**src/rtl/dadda_mul_arbiter.sv**
```systemverilog
// Round-robin front end sharing one combinational 32x32 signed multiplier between
// NUM_REQ requesters; operands are registered so the multiplier is a MUL_CYCLES multicycle path.

module dadda_multiplier_32 (
    input  logic [31:0] a,
    input  logic [31:0] b,
    output logic [63:0] p
);
    // Row heights after each carry-save stage, following the Dadda sequence down to two rows.
    function automatic int dadda_h(input int s);
        case (s)
            0: dadda_h = 33;
            1: dadda_h = 28;
            2: dadda_h = 19;
            3: dadda_h = 13;
            4: dadda_h = 9;
            5: dadda_h = 6;
            6: dadda_h = 4;
            7: dadda_h = 3;
            default: dadda_h = 2;
        endcase
    endfunction

    logic [63:0] rows [0:32];
    logic [63:0] nxt  [0:32];
    logic [63:0] a_ext;
    logic [63:0] x, y, z;
    int          h, kk;

    always_comb begin
        a_ext = {{32{a[31]}}, a};
        x = '0;
        y = '0;
        z = '0;
        h = 0;
        kk = 0;
        for (int i = 0; i < 31; i++) rows[i] = b[i] ? (a_ext << i) : 64'd0;
        // b[31] carries weight -2^31: subtract its row as ~row + 1.
        rows[31] = ~(b[31] ? (a_ext << 31) : 64'd0);
        rows[32] = 64'd1;
        for (int s = 0; s < 8; s++) begin
            h  = dadda_h(s);
            kk = h - dadda_h(s + 1);
            for (int j = 0; j < 33; j++) nxt[j] = '0;
            for (int k = 0; k < 11; k++) begin
                if (k < kk) begin
                    x = rows[3*k];
                    y = rows[3*k+1];
                    z = rows[3*k+2];
                    nxt[2*k]   = x ^ y ^ z;
                    nxt[2*k+1] = ((x & y) | (x & z) | (y & z)) << 1;
                end
            end
            for (int m = 0; m < 33; m++) begin
                if (m >= 3*kk && m < h) nxt[m-kk] = rows[m];
            end
            for (int j = 0; j < 33; j++) rows[j] = nxt[j];
        end
        p = rows[0] + rows[1];
    end
endmodule

module dadda_mul_arbiter #(
    parameter int NUM_REQ    = 4,
    parameter int MUL_CYCLES = 2,
    parameter int ID_W       = 2
) (
    input  logic                    clk,
    input  logic                    rst_n,
    input  logic [NUM_REQ-1:0]      req_valid,
    output logic [NUM_REQ-1:0]      req_ready,
    input  logic [NUM_REQ*32-1:0]   req_a,
    input  logic [NUM_REQ*32-1:0]   req_b,
    output logic                    out_valid,
    input  logic                    out_ready,
    output logic [63:0]             out_product,
    output logic [ID_W-1:0]         out_id,
    output logic                    busy
);
    typedef enum logic [1:0] {IDLE, MUL, DONE} state_t;

    localparam int            CNT_W    = (MUL_CYCLES > 1) ? $clog2(MUL_CYCLES) : 1;
    localparam logic [CNT_W-1:0] CNT_INIT = CNT_W'(MUL_CYCLES - 1);
    localparam logic [ID_W:0] NREQ_W   = (ID_W+1)'(NUM_REQ);

    state_t                      state_q, state_d;
    logic [ID_W-1:0]             rr_ptr_q, rr_ptr_d;
    logic [CNT_W-1:0]            cnt_q, cnt_d;
    logic [31:0]                 op_a_q, op_a_d, op_b_q, op_b_d;
    logic [ID_W-1:0]             id_q, id_d;
    logic [63:0]                 out_product_q, out_product_d;
    logic [ID_W-1:0]             out_id_q, out_id_d;

    logic [NUM_REQ-1:0][31:0]    a_arr, b_arr;
    logic [NUM_REQ-1:0]          grant;
    logic                        found;
    logic [ID_W-1:0]             win_idx;
    logic [ID_W:0]               cand, nxt_ptr;
    logic [63:0]                 mul_p;

    assign a_arr = req_a;
    assign b_arr = req_b;

    dadda_multiplier_32 u_mul (
        .a (op_a_q),
        .b (op_b_q),
        .p (mul_p)
    );

    // Search rr_ptr, rr_ptr+1, ... modulo NUM_REQ for the first pending request.
    always_comb begin
        found   = 1'b0;
        win_idx = '0;
        cand    = '0;
        for (int k = 0; k < NUM_REQ; k++) begin
            cand = {1'b0, rr_ptr_q} + (ID_W+1)'(k);
            if (cand >= NREQ_W) cand = cand - NREQ_W;
            if (!found && req_valid[cand[ID_W-1:0]]) begin
                found   = 1'b1;
                win_idx = cand[ID_W-1:0];
            end
        end
        nxt_ptr = {1'b0, win_idx} + 1'b1;
        if (nxt_ptr == NREQ_W) nxt_ptr = '0;
    end

    always_comb begin
        state_d       = state_q;
        rr_ptr_d      = rr_ptr_q;
        cnt_d         = cnt_q;
        op_a_d        = op_a_q;
        op_b_d        = op_b_q;
        id_d          = id_q;
        out_product_d = out_product_q;
        out_id_d      = out_id_q;
        grant         = '0;
        case (state_q)
            IDLE: begin
                if (found) begin
                    grant[win_idx] = 1'b1;
                    op_a_d   = a_arr[win_idx];
                    op_b_d   = b_arr[win_idx];
                    id_d     = win_idx;
                    rr_ptr_d = nxt_ptr[ID_W-1:0];
                    cnt_d    = CNT_INIT;
                    state_d  = MUL;
                end
            end
            MUL: begin
                if (cnt_q != '0) begin
                    cnt_d = cnt_q - 1'b1;
                end else begin
                    out_product_d = mul_p;
                    out_id_d      = id_q;
                    state_d       = DONE;
                end
            end
            DONE: begin
                if (out_ready) state_d = IDLE;
            end
            default: state_d = IDLE;
        endcase
    end

    always_ff @(posedge clk) begin
        if (!rst_n) begin
            state_q       <= IDLE;
            rr_ptr_q      <= '0;
            cnt_q         <= '0;
            op_a_q        <= '0;
            op_b_q        <= '0;
            id_q          <= '0;
            out_product_q <= '0;
            out_id_q      <= '0;
        end else begin
            state_q       <= state_d;
            rr_ptr_q      <= rr_ptr_d;
            cnt_q         <= cnt_d;
            op_a_q        <= op_a_d;
            op_b_q        <= op_b_d;
            id_q          <= id_d;
            out_product_q <= out_product_d;
            out_id_q      <= out_id_d;
        end
    end

    assign req_ready   = rst_n ? grant : '0;
    assign out_valid   = (state_q == DONE);
    assign busy        = (state_q != IDLE);
    assign out_product = out_product_q;
    assign out_id      = out_id_q;
endmodule

```
**config.mk**
```make
export PLATFORM = sky130hd
export DESIGN_NAME = dadda_mul_arbiter
export DESIGN_NICKNAME = d
export VERILOG_FILES = /design/src/rtl/dadda_mul_arbiter.sv
export SDC_FILE = /design/constraint.sdc
export NUM_CORES = 2
export LEC_CHECK = 0
export ABC_CLOCK_PERIOD_IN_PS = 16500
export CAP_MARGIN = 20
export CELL_PAD_IN_SITES_DETAIL_PLACEMENT = 0
export CELL_PAD_IN_SITES_GLOBAL_PLACEMENT = 1
export CORE_ASPECT_RATIO = 1.1
export CORE_UTILIZATION = 51
export CTS_CLUSTER_DIAMETER = 100
export DETAILED_ROUTE_END_ITERATION = 7
export PLACE_DENSITY = 0.95
export SKIP_LAST_GASP = 1
export SLEW_MARGIN = 5
export SYNTH_ARGS = -nofsm -noshare
export SYNTH_HDL_FRONTEND = slang
export SYNTH_SLANG_ARGS = --single-unit
```
**constraint.sdc**
```tcl
create_clock -name clk -period 16.5 [get_ports clk]
set_clock_uncertainty 0.2 [all_clocks]
set_input_delay 4.95 -clock clk [delete_from_list [all_inputs] [get_ports clk]]
set_output_delay 4.95 -clock clk [all_outputs]
set_load 0.05 [all_outputs]
```
==> metrics <==
status=finished, final reports clean; Die Height=305.4 um; Initial Util=51.85%; Detailed Place HPWL=93,950 um; total gr overflow=0; maxcap violations=0; # IOs=335; commonest non-fill, non-tap cell in the layout=fa_1; final setup vio count=0; highest-delay cell along the critical path=clkdlybuf4s50_1; total die area=84,850 um^2; First-pass DRT Iterations=8; first-pass GRT wire length=196,200 um; via count=33,120; PortBufs=334; yosys synthesis warning count=0; min Tclk post-route=13.31 ns; Syn Std Cell Area=42,680 um^2; worst hold slack=0.2489 ns; FP Rows=110; vias in the first global route=36,490; CTS tree=yes; Total Routing Usage GR=29.88%; area grow syn2layout=10.67%; DRC=0; Antenna Cells=0; clock slew at reported path FFs=0.06 ns; dpl cells=6,002; post-synthesis sequential area ratio=6.426%; Hold Vio Cnt, Final=0; commonest cells after routing, fill and taps aside=1,051 x fa_1, 997 x inv_1, 883 x nand2_1; Final Util=57.39%; initial antenna violation count=1; EDFF count, synth=0; cts-stage hold buffer count=0; Final nets=6,459; ANT nets after route=0; Synth Flop Type=dfxtp_1; normalized max-slew margin=32.41%; Crit. End Element=output port; Syn Inst Count=4,858; number of fill cells in the layout=7,221; worst path cell trace=clkdlybuf4s50_1 > inv_1 > nand2_1 > a21oi_1 > o22ai_4 > buf_4 > inv_2 > buf_4 > ha_1 > and3_1 > clkdlybuf4s50_1; Worst-Skew Late Latency=0.50 ns; Mapped Nets=6,360; CTS Root Cell=clkbuf_16; number of synthesized register bits=137; worst endpoint required time=11.35 ns; htree depth=4; die width=277.8 um; Max Transition Viols Final=0; Worst-Margin Slew=1.014 ns; CP max FO=68; core area=82,300 um^2; period utilization=80.68%; Arr. time, crit path=8.16 ns; Sum Neg Setup Slack=0 ns; post-synth cell types=68; RSZ-0062 raised after global routing=no; startpoint types=primary input; post-CTS sizing=0; layout cells sized above 1=2.858%; clock sinks=137; fmax=75.12 MHz; post-CTS setup buffers=0; WL/cell=20.01 um; Post-Route WL=120,700 um; CP Class=primary input to output port; largest net degree at the start of global routing=95; HP Class=flip-flop to flip-flop; DR iter-0 viols=2,191; Post-synth ARST share=0%; slowest stage delay, CP=0.80 ns; CTS Buffer Depth=2; syn avg cell area=8.785 um^2; Via-to-Cell Ratio=5.490; fin cells=6,033; Placer Congestion=0.9182; cts bufs inserted=17
[flip-flops by register name, indices dropped and copies added, names as in the netlist]
signal and count:
rr_ptr_q 2, op_b_q 32, state_q 2, out_id 2, out_product 64, cnt_q 1
id_q 2, op_a_q 32
[final cells by class]
type	count	area (um^2)	share of cell area, %
Tap cell	1064	1331	2.819
Clock inverter	13	146.4	0.3099
Clock buffer	18	429.2	0.9086
Sequential cell	137	2773	5.870
Inverter	999	3752	7.945
Timing Repair Buffer	391	3769	7.979
Multi-Input combinational cell	3411	35030	74.17
[metrics by stage]
stage	area, um^2	worst slack (ns)
after floorplan	42680	4.174
after global placement	46660	3.137
after detailed placement	46660	3.179
after CTS	47230	3.161
after global routing	47230	2.995
final	47230	3.188
[path summary, 6_finish.rpt]
path / startpoint / slack (ns) / cells past startpoint / end
setup reg to reg: op_b_q[14] / 7.55 / 20 / out_product[60]
hold reg to reg: out_product[63] / 0.25 / 2 / out_product[63]
hold / removal: out_product[63] / 0.25 / 2 / out_product[63]
setup / recovery: req_valid[1] / 3.19 / 11 / req_ready[2]
[layer usage]
layer  global-route usage, %  vias to the layer above  routed length [um]
met4                   12.13                        0                4868
li1                        -                    14510                   -
met1                   38.39                    16740               47430
met2                   48.56                     1556               56620
met5                       0                        -                   0
met3                   7.169                      314               11830
[logic make-up after synthesis]
| family | share of synthesized area (%) |
|---|---|
| adders and majority gates | 54.81 |
| xor gates and xnor gates | 1.334 |
| DFF | 6.426 |
| buffers and inverters | 11.56 |
| and+or+nand+nor | 19.43 |
| AOI/OAI and AO/OA | 6.447 |
[worst max-delay path: cells and delay by family]
family | cells | cell delay (ns)
buffers and inverters | 6 | 2.37
adder cells (fa/ha/maj) | 1 | 0.27
AND/OR/NAND/NOR | 2 | 0.20
AO/OA/AOI/OAI | 2 | 0.33
[synthesized netlist by cell type (all sizes together) (2+ instances only)]
cell type,instances,area (um^2)
fa,1051,21040
inv,999,3750
nand2,883,3314
and2,552,3453
clkbuf,298,1121
ha,188,2352
dfxtp,137,2743
a21oi,135,679.4
o21ai,87,439.2
and3,78,489.2
nor2b,74,462.9
a311oi,68,601.8
xnor2,40,350.3
nor2,35,131.4
a21o,26,195.2
xor2,25,219.0
nand3,19,100.1
nand4,17,106.4
buf,13,61.31
a21boi,12,90.09
o21bai,11,82.58
nor3,9,45.04
o211a,9,90.09
o21a,9,67.56
a31oi,8,50.05
a211oi,7,57.55
nand2b,6,37.54
o211ai,6,58.81
or2,6,37.54
nor4,4,25.02
o22ai,4,25.02
o31ai,4,35.03
a221oi,3,38.79
and4,3,27.53
o21ba,3,30.03
a2111oi,2,17.52
a211o,2,17.52
a221o,2,20.02
a22oi,2,15.01
a31o,2,17.52
a41o,2,20.02
nor3b,2,15.01
o2111ai,2,17.52
o41ai,2,17.52
or3,2,12.51
Power is left out: the tool's default activity adds up to more than one toggle a clock period on the data nets, which glitch-free logic cannot reach.
